<file path="config.mk">
export PLATFORM = sky130hd
export DESIGN_NAME = cache_miss_arbiter
export DESIGN_NICKNAME = d
export VERILOG_FILES = /design/src/rtl/cache_pkg.sv /design/src/rtl/word_counter.sv /design/src/rtl/cache_miss_arbiter.sv
export SDC_FILE = /design/constraint.sdc
export NUM_CORES = 1
export LEC_CHECK = 0
export ABC_CLOCK_PERIOD_IN_PS = 1600
export CAP_MARGIN = 20
export CORE_MARGIN = 3
export CORE_UTILIZATION = 38
export CTS_BUF_LIST = sky130_fd_sc_hd__clkbuf_2 sky130_fd_sc_hd__clkbuf_4 sky130_fd_sc_hd__clkbuf_8
export DETAILED_ROUTE_END_ITERATION = 8
export HOLD_SLACK_MARGIN = 0.12
export PLACE_DENSITY = 0.82
export SYNTH_ARGS = -nofsm -noshare
export SYNTH_HDL_FRONTEND = slang
export SYNTH_SLANG_ARGS = --single-unit
</file>
<file path="constraint.sdc">
create_clock -name clk -period 1.6 [get_ports clk]
set_input_delay 0.24 -clock clk [delete_from_list [all_inputs] [get_ports clk]]
set_output_delay 0.24 -clock clk [all_outputs]
set_load 0.01 [all_outputs]
</file>
<file path="src/rtl/cache_pkg.sv">
// Shared types and default sizing for the I/D cache miss arbiter.
package cache_pkg;

    localparam int BLOCK_WORDS_DEF = 8;
    localparam int ADDR_W_DEF      = 16;

    typedef enum logic [1:0] {
        IDLE,
        FILL,
        DONE
    } state_t;

    typedef enum logic {
        REQ_I,
        REQ_D
    } req_t;

endpackage

</file>
<file path="src/rtl/word_counter.sv">
// Up-counter with enable and synchronous clear; used for issue and return word offsets.
module word_counter #(
    parameter int W = 3
) (
    input  logic         clk,
    input  logic         rst_n,
    input  logic         en,
    input  logic         clr,
    output logic [W-1:0] cnt
);

    // NOTE: sequential state uses non-blocking assignments so every flop samples pre-edge values.
    always_ff @(posedge clk or negedge rst_n) begin
        if (!rst_n) begin
            cnt <= '0;
        end else if (clr) begin
            cnt <= '0;
        end else if (en) begin
            cnt <= cnt + 1'b1;
        end
    end

endmodule

</file>
<file path="src/rtl/cache_miss_arbiter.sv">
// Arbitrates I/D cache misses onto one pipelined memory read port and streams
// the returned block into the granted cache's data array, then writes its tag.
module cache_miss_arbiter
    import cache_pkg::*;
#(
    parameter int BLOCK_WORDS = BLOCK_WORDS_DEF,
    parameter int ADDR_W      = ADDR_W_DEF
) (
    input  logic                           clk,
    input  logic                           rst_n,
    input  logic                           i_miss,
    input  logic [ADDR_W-1:0]              i_miss_addr,
    input  logic                           d_miss,
    input  logic [ADDR_W-1:0]              d_miss_addr,
    output logic                           i_stall,
    output logic                           d_stall,
    output logic                           mem_en,
    output logic [ADDR_W-1:0]              mem_addr,
    input  logic                           mem_data_valid,
    input  logic [15:0]                    mem_data,
    output logic [15:0]                    fill_data,
    output logic [$clog2(BLOCK_WORDS)-1:0] fill_word,
    output logic                           i_data_we,
    output logic                           d_data_we,
    output logic                           i_tag_we,
    output logic                           d_tag_we
);

    localparam int            CW   = $clog2(BLOCK_WORDS);
    localparam logic [CW-1:0] LAST = CW'(BLOCK_WORDS - 1);
    localparam logic [ADDR_W-1:0] BASE_MASK = {{(ADDR_W - 4){1'b1}}, 4'b0000};

    state_t            state, state_next;
    logic              grant_valid;
    req_t              grant_req;
    logic              grant_i, grant_d;
    logic [ADDR_W-1:0] base;
    logic              issue_done;
    logic [CW-1:0]     issue_cnt, ret_cnt;

    logic              take_grant;
    req_t              take_req;
    logic [ADDR_W-1:0] take_addr;
    logic              issue_en, ret_en, cnt_clr;

    assign grant_i   = grant_valid && (grant_req == REQ_I);
    assign grant_d   = grant_valid && (grant_req == REQ_D);
    assign fill_word = ret_cnt;

    word_counter #(.W(CW)) u_issue_cnt (
        .clk   (clk),
        .rst_n (rst_n),
        .en    (issue_en),
        .clr   (cnt_clr),
        .cnt   (issue_cnt)
    );

    word_counter #(.W(CW)) u_ret_cnt (
        .clk   (clk),
        .rst_n (rst_n),
        .en    (ret_en),
        .clr   (cnt_clr),
        .cnt   (ret_cnt)
    );

    always_ff @(posedge clk or negedge rst_n) begin
        if (!rst_n) begin
            state <= IDLE;
        end else begin
            state <= state_next;
        end
    end

    // Grant, block base and the "all words issued" flag live for one whole fill.
    always_ff @(posedge clk or negedge rst_n) begin
        if (!rst_n) begin
            grant_valid <= 1'b0;
            grant_req   <= REQ_I;
            base        <= '0;
            issue_done  <= 1'b0;
        end else if (take_grant) begin
            grant_valid <= 1'b1;
            grant_req   <= take_req;
            base        <= take_addr & BASE_MASK;
        end else if (state == DONE) begin
            grant_valid <= 1'b0;
            issue_done  <= 1'b0;
        end else if (mem_en && (issue_cnt == LAST)) begin
            issue_done  <= 1'b1;
        end
    end

    always_comb begin
        // NOTE: every signal driven here gets a default first so no path can infer a latch.
        state_next = state;
        take_grant = 1'b0;
        take_req   = REQ_I;
        take_addr  = i_miss_addr;
        issue_en   = 1'b0;
        ret_en     = 1'b0;
        cnt_clr    = 1'b0;
        mem_en     = 1'b0;
        mem_addr   = '0;
        fill_data  = '0;
        i_data_we  = 1'b0;
        d_data_we  = 1'b0;
        i_tag_we   = 1'b0;
        d_tag_we   = 1'b0;

        case (state)
            IDLE: begin
                if (d_miss) begin
                    take_grant = 1'b1;
                    take_req   = REQ_D;
                    take_addr  = d_miss_addr;
                    state_next = FILL;
                end else if (i_miss) begin
                    take_grant = 1'b1;
                    take_req   = REQ_I;
                    take_addr  = i_miss_addr;
                    state_next = FILL;
                end
            end
            FILL: begin
                mem_en = !issue_done;
                if (mem_en) begin
                    mem_addr = base + (ADDR_W'(issue_cnt) << 1);
                    issue_en = (issue_cnt != LAST);
                end
                fill_data = mem_data;
                if (mem_data_valid) begin
                    i_data_we = grant_i;
                    d_data_we = grant_d;
                    if (ret_cnt == LAST) begin
                        state_next = DONE;
                    end else begin
                        ret_en = 1'b1;
                    end
                end
            end
            DONE: begin
                i_tag_we   = grant_i;
                d_tag_we   = grant_d;
                cnt_clr    = 1'b1;
                state_next = IDLE;
            end
            default: state_next = IDLE;
        endcase
    end

    // The granted requester is released in DONE, the same cycle its tag is written.
    always_comb begin
        i_stall = i_miss | grant_i;
        d_stall = d_miss | grant_d;
        if (state == DONE) begin
            if (grant_i) i_stall = 1'b0;
            if (grant_d) d_stall = 1'b0;
        end
    end

endmodule

</file>
## After elaboration in Yosys (flattened, before gate mapping)

Index checks and enable logic that the tools add are counted.

- Bits in registers: 23
- Latch bits: 0
- Bits in writable memories: 0
- Bits in read-only memories: 0
- Bits of input ports: 53
- Output and inout bits: 42
- Word-level logic and storage cells: 73
- Memories: 0

- $add $sub $neg: 3
- Multipliers: 0
- Divide/modulo/power cells: 0
- Order comparisons: 0
- Eq/ne operators: 8
- Shift-type cells: 0
- Multiplexer cells: 40
- Bitwise operators: 4
- Reduce and logical (&&, ||, !) cells: 11

Operators with widths:

| kind | number |
|---|---|
| 16-bit 2-to-1 mux | 5 |
| 1-bit 2-to-1 mux | 26 |
| 16-bit by 4-bit adder with 16-bit output | 1 |
| 3-bit 2-to-1 mux | 4 |
| 2-bit 2-to-1 mux | 4 |
| 2-bit nonzero test | 4 |
| 3-bit by 1-bit adder with 3-bit output (second input constant) | 2 |
| 3-bit equality test (second input constant) | 2 |
| 3-bit != test (second input constant) | 2 |
| 2-bit != test (second input constant) | 2 |
| 2-bit one-hot mux with 2 select lines | 1 |
| 1-bit logical AND | 3 |
| 3-bit AND reduction | 1 |
| 2-bit by 1-bit equality test with 1-bit output (second input constant) | 1 |
| 2-bit equality test (second input constant) | 1 |
| 2-bit logical NOT | 1 |
| 1-bit inverter | 2 |
| 1-bit bitwise OR | 2 |
| 2-bit AND reduction | 1 |
| 1-bit logical NOT | 1 |

## Longest topological paths before layout

- Word-level depth: 6
- Mapped depth: 6
- Mapped depth without buffers: 5

## By module

From an unflattened synthesis, not the netlist that was laid out.

- Cells, all modules: 132
- Area total of the unflattened synthesis: 1418.9 um^2

Modules (own cells, without submodules):

| module | times used | cells an instance | area each (um^2) | seq. area each (um^2) |
|---|---|---|---|---|
| cache_miss_arbiter | 1 | 110 | 1146.1 | 425.4 |
| word_counter | 2 | 11 | 136.4 | 75.1 |

## Worst setup path before layout

Ideal clock, no wire load.

- Path kind: reg-to-output
- From: register state[1]
- To: output port mem_addr[10]
- Arrival time: 1213 ps
- Data required time: 1360 ps
- Path slack: 147 ps
- Stages on the path, launching flop included: 6
- Buffers on the path: 2
- Cells stage by stage: dfrtp_1 > buf_2 > nor2b_4 > and2b_2 > buf_2 > and2_1

- Word-level cells in the longest chain between the ends: 2

Ends and longest elaborated chain:

| element | RTL line | text |
|---|---|---|
| start: declaration | cache_miss_arbiter.sv:33 | `state_t state, state_next;` |
| start signal: assignment | cache_miss_arbiter.sv:70 | `state <= state_next;` |
| 2-bit by 1-bit equality test with 1-bit output | cache_miss_arbiter.sv:110 | `case (state)` |
| 16-bit 2-to-1 mux | cache_miss_arbiter.sv:110 |  |
| end: declaration | cache_miss_arbiter.sv:18 | `output logic [ADDR_W-1:0] mem_addr,` |

No other way between the ends.

## Worst setup path in the final report

- From: register state[0]
- To: output port mem_addr[7]

Same word-level chain as after synthesis.

==> run_results.csv <==
group,metric,value,unit
pwr,p_total,3.250,mW
synthesis,synthXorXnorAreaFrac,0,
pwr,p_leak,1.317,nW
synthesis,synth_top_family_by_area,"compound AO/OA/AOI/OAI gates",
cells_and_area,stdcell_count,339,
worst_setup_path,cp-endpoint,"mem_addr[7]",
worst_setup_path,reg2regPathDepth,7,
cells_and_area,n_antenna_cell,0,
place,place_inst,309,
cts,clk_latency,270,ps
drt,via_count,1836,
sta,skew,3.211,ps
global_routing,overflow,0,
global_routing,grt_pass1_vias,1881,
synthesis,synth_seq_cells,23,
cells_and_area,nets,349,
synthesis,synthTopCellsByArea,"dfrtp_1 38%, and2_1 13%, a2bb2oi_1 6.9%",
sta,holdWs,323.4,ps
worst_setup_path,ff2ff_setup_slack,10,ps
synthesis,netlist_area,1534,sq um
drt,wl_met2,3.080,mm
worst_setup_path,required,1360,ps
pwr,peakVddDrop,0.7613,mV
sta,hold_viol,0,
synthesis,synth_adder_area_share,0.03263,
cells_and_area,drive_gt1_frac,0.4261,
floorplanning,die_x,69.54,microns
sta,report.final.slew_viol_count,0,
drt,wl_met1,2.253,mm
synthesis,synthMuxAreaShare,0,
status,status,"finished, violations left",
place,gp_congestion,0.7415,
floorplanning,io_pins,95,
cts,cts.clk_slew.worst_paths,90,ps
worst_setup_path,r2r-start,"state[0]",
place,dp_hpwl,3.354,mm
synthesis,ys_types,32,
drt,postRouteAntennaNets,0,
cts,clockBufferDepth,2,
worst_setup_path,path_max_fanout,4,
synthesis,yosysWarningCount,0,
synthesis,ys.flop_type,"dfrtp_1",
cts,tritoncts,"yes",
synthesis,async_flop_share,1.000,
synthesis,synthCells,172,
worst_setup_path,crit_path_start_kind,"flop",
worst_setup_path,r2r-end,"base[7]",
sta,finalWorstSetupSlack,-172.9,ps
drt,drc_errors,0,
job,maxCapViolCount,0,
floorplanning,die-area,4835,sq um
min_path,min_path_type,"input port to asynchronous set/reset pin",
synthesis,synth_seq_area_share,0.3752,
floorplanning,die_h,69.54,microns
worst_setup_path,cp.arrival,1530,ps
sta,grt_setup_unrepaired,"true",
pwr,power_density,1121,nW/um^2
floorplanning,start_util,0.4068,
sta,setup-violations-final,21,
synthesis,synth_edf_count,0,
drt,wl_per_cell,17.16,microns
cts,cts_buffers,3,
cts,numClockSinks,23,
sta,min_period,1773,ps
drt,wl,5.818,mm
cts,ctsHoldBuffers,0,
synthesis,synth_nets,229,
synthesis,synth_largest_area_cell,"dfrtp_1",
sta,tns,-1931,ps
sta,finalCritPeriodShare,1.108,
drt,vias_per_cell,5.416,
synthesis,synth-simple-area-share,0.2602,
place,place_ws,-274.1,ps
synthesis,yosysTopAreaCellShare,0.3752,
synthesis,syn_area_per_cell,8.918,sq um
worst_setup_path,critPathKind,"flop to output port",
sta,max_freq,564.1,MHz
drt,wl_met3,418,microns
drt,highest_layer,"met4",
global_routing,antenna_found_initial,0,
drt,first_pass_iters,4,
drt,drt-initial-drc-count,147,
global_routing,grtUsageTotal,0.2280,
cts,htreeDepth,1,
cells_and_area,layout-area-overhead-vs-synth,89.07,%
global_routing,grt_first_pass_wirelength,9.004,mm
cts,clockRootBuffer,"clkbuf_8",
worst_setup_path,startpoint,"state[0]",
worst_setup_path,end_kind,"output port",
floorplanning,num_rows,22,
global_routing,grt_max_degree,24,
place,port-buffer-count,85,
floorplanning,core_area,3771,sq um
synthesis,synth_compound_area_frac,0.2643,
status,failed_checks,"negative setup slack",
routing by layer:
layer	up-vias	GRT usage
met1	889	0.2724
met4	0	0.06725
met5	-	0
met3	5	0.03768
li1	843	-
met2	99	0.4153
per-stage QoR:
| stage | utilization | cell area, sq um |
|---|---|---|
| 3_3_place_gp | 0.6596 | 2487 |
| 6_report | 0.7691 | 2900 |
| 3_5_place_dp | 0.6596 | 2487 |
| 4_1_cts | 0.7323 | 2761 |
| 2_1_floorplan | - | 1534 |
| 5_1_grt | 0.7691 | 2900 |
what timing repair did:
action                                  CTS  global route
setup buffers                            22             5
gates cloned                              3             0
pin swaps                                17             7
gates resized for setup                 207            34
endpoints found under the setup margin   50            54
Yosys cell counts (2+ instances only):
library cell	number
and2_1	31
nand2b_1	2
a22o_1	8
o21ai_1	12
ha_1	4
nor2_1	9
a21oi_1	4
a22oi_1	12
a21o_1	3
inv_1	2
nand3b_1	2
o21ai_0	3
buf_2	5
dfrtp_1	23
buf_6	4
nand2_1	17
clkbuf_1	4
a2bb2oi_1	12
nor2b_1	2
sequential cells by signal, summed over array words and instances, names as in the netlist:
signal           flops
grant_valid          1
state                2
issue_done           1
base                12
u_ret_cnt.cnt        3
grant_req            1
u_issue_cnt.cnt      3
cell families after synthesis:
| logic type | after synthesis |
|---|---|
| fa+ha+maj | 4 |
| other cells | 1 |
| simple gates | 71 |
| compound gates | 57 |
| buf+inv | 16 |
| flops | 23 |
cells in the final DEF (no fill, tap or decap), drive strengths merged, types with 3 or more instances in the layout:
cell type       n
buf            81
clkdlybuf4s50  47
and2           31
dfrtp          23
nand2          17
o21ai          15
a2bb2oi        12
a22oi          12
nor2            9
a22o            8
ha              4
a21oi           4
a21o            3
clkbuf          3
nor2b           3
worst max-delay path: stages (launching register included):
cell and delay [ps]:
dfrtp_1 390, nor2b_4 140, and2b_2 230, buf_12 130
buf_6 110, and2_4 140, buf_6 110
worst min-delay path by stage:
stage | start | endpoint | slack (ps) | depth (start not counted)
floorplan | rst_n | base[10] | -60 | 0
global placement | base[10] | base[10] | 520 | 2
detailed placement | base[6] | base[6] | 540 | 2
CTS | rst_n | base[6] | 330 | 2
global route | rst_n | state[1] | 370 | 2
finish | rst_n | base[6] | 320 | 2
power by group:
group,switching [mW],leakage (nW),internal [mW]
Clock,0.205,0.0255,0.175
Sequential,0.226,0.244,0.811
Combinational,0.790,1.05,1.04
cell type report:
class | instances | area [sq um]
repair buffers | 128 | 1194
multi-input cells | 134 | 1017
fillers | 256 | 870.8
flip-flops and latches | 23 | 575.6
well taps | 48 | 60.06
clock buffers | 3 | 41.29
inverters | 2 | 7.507
clock inverters | 1 | 5.005
(Power assumes the default switching activity.)
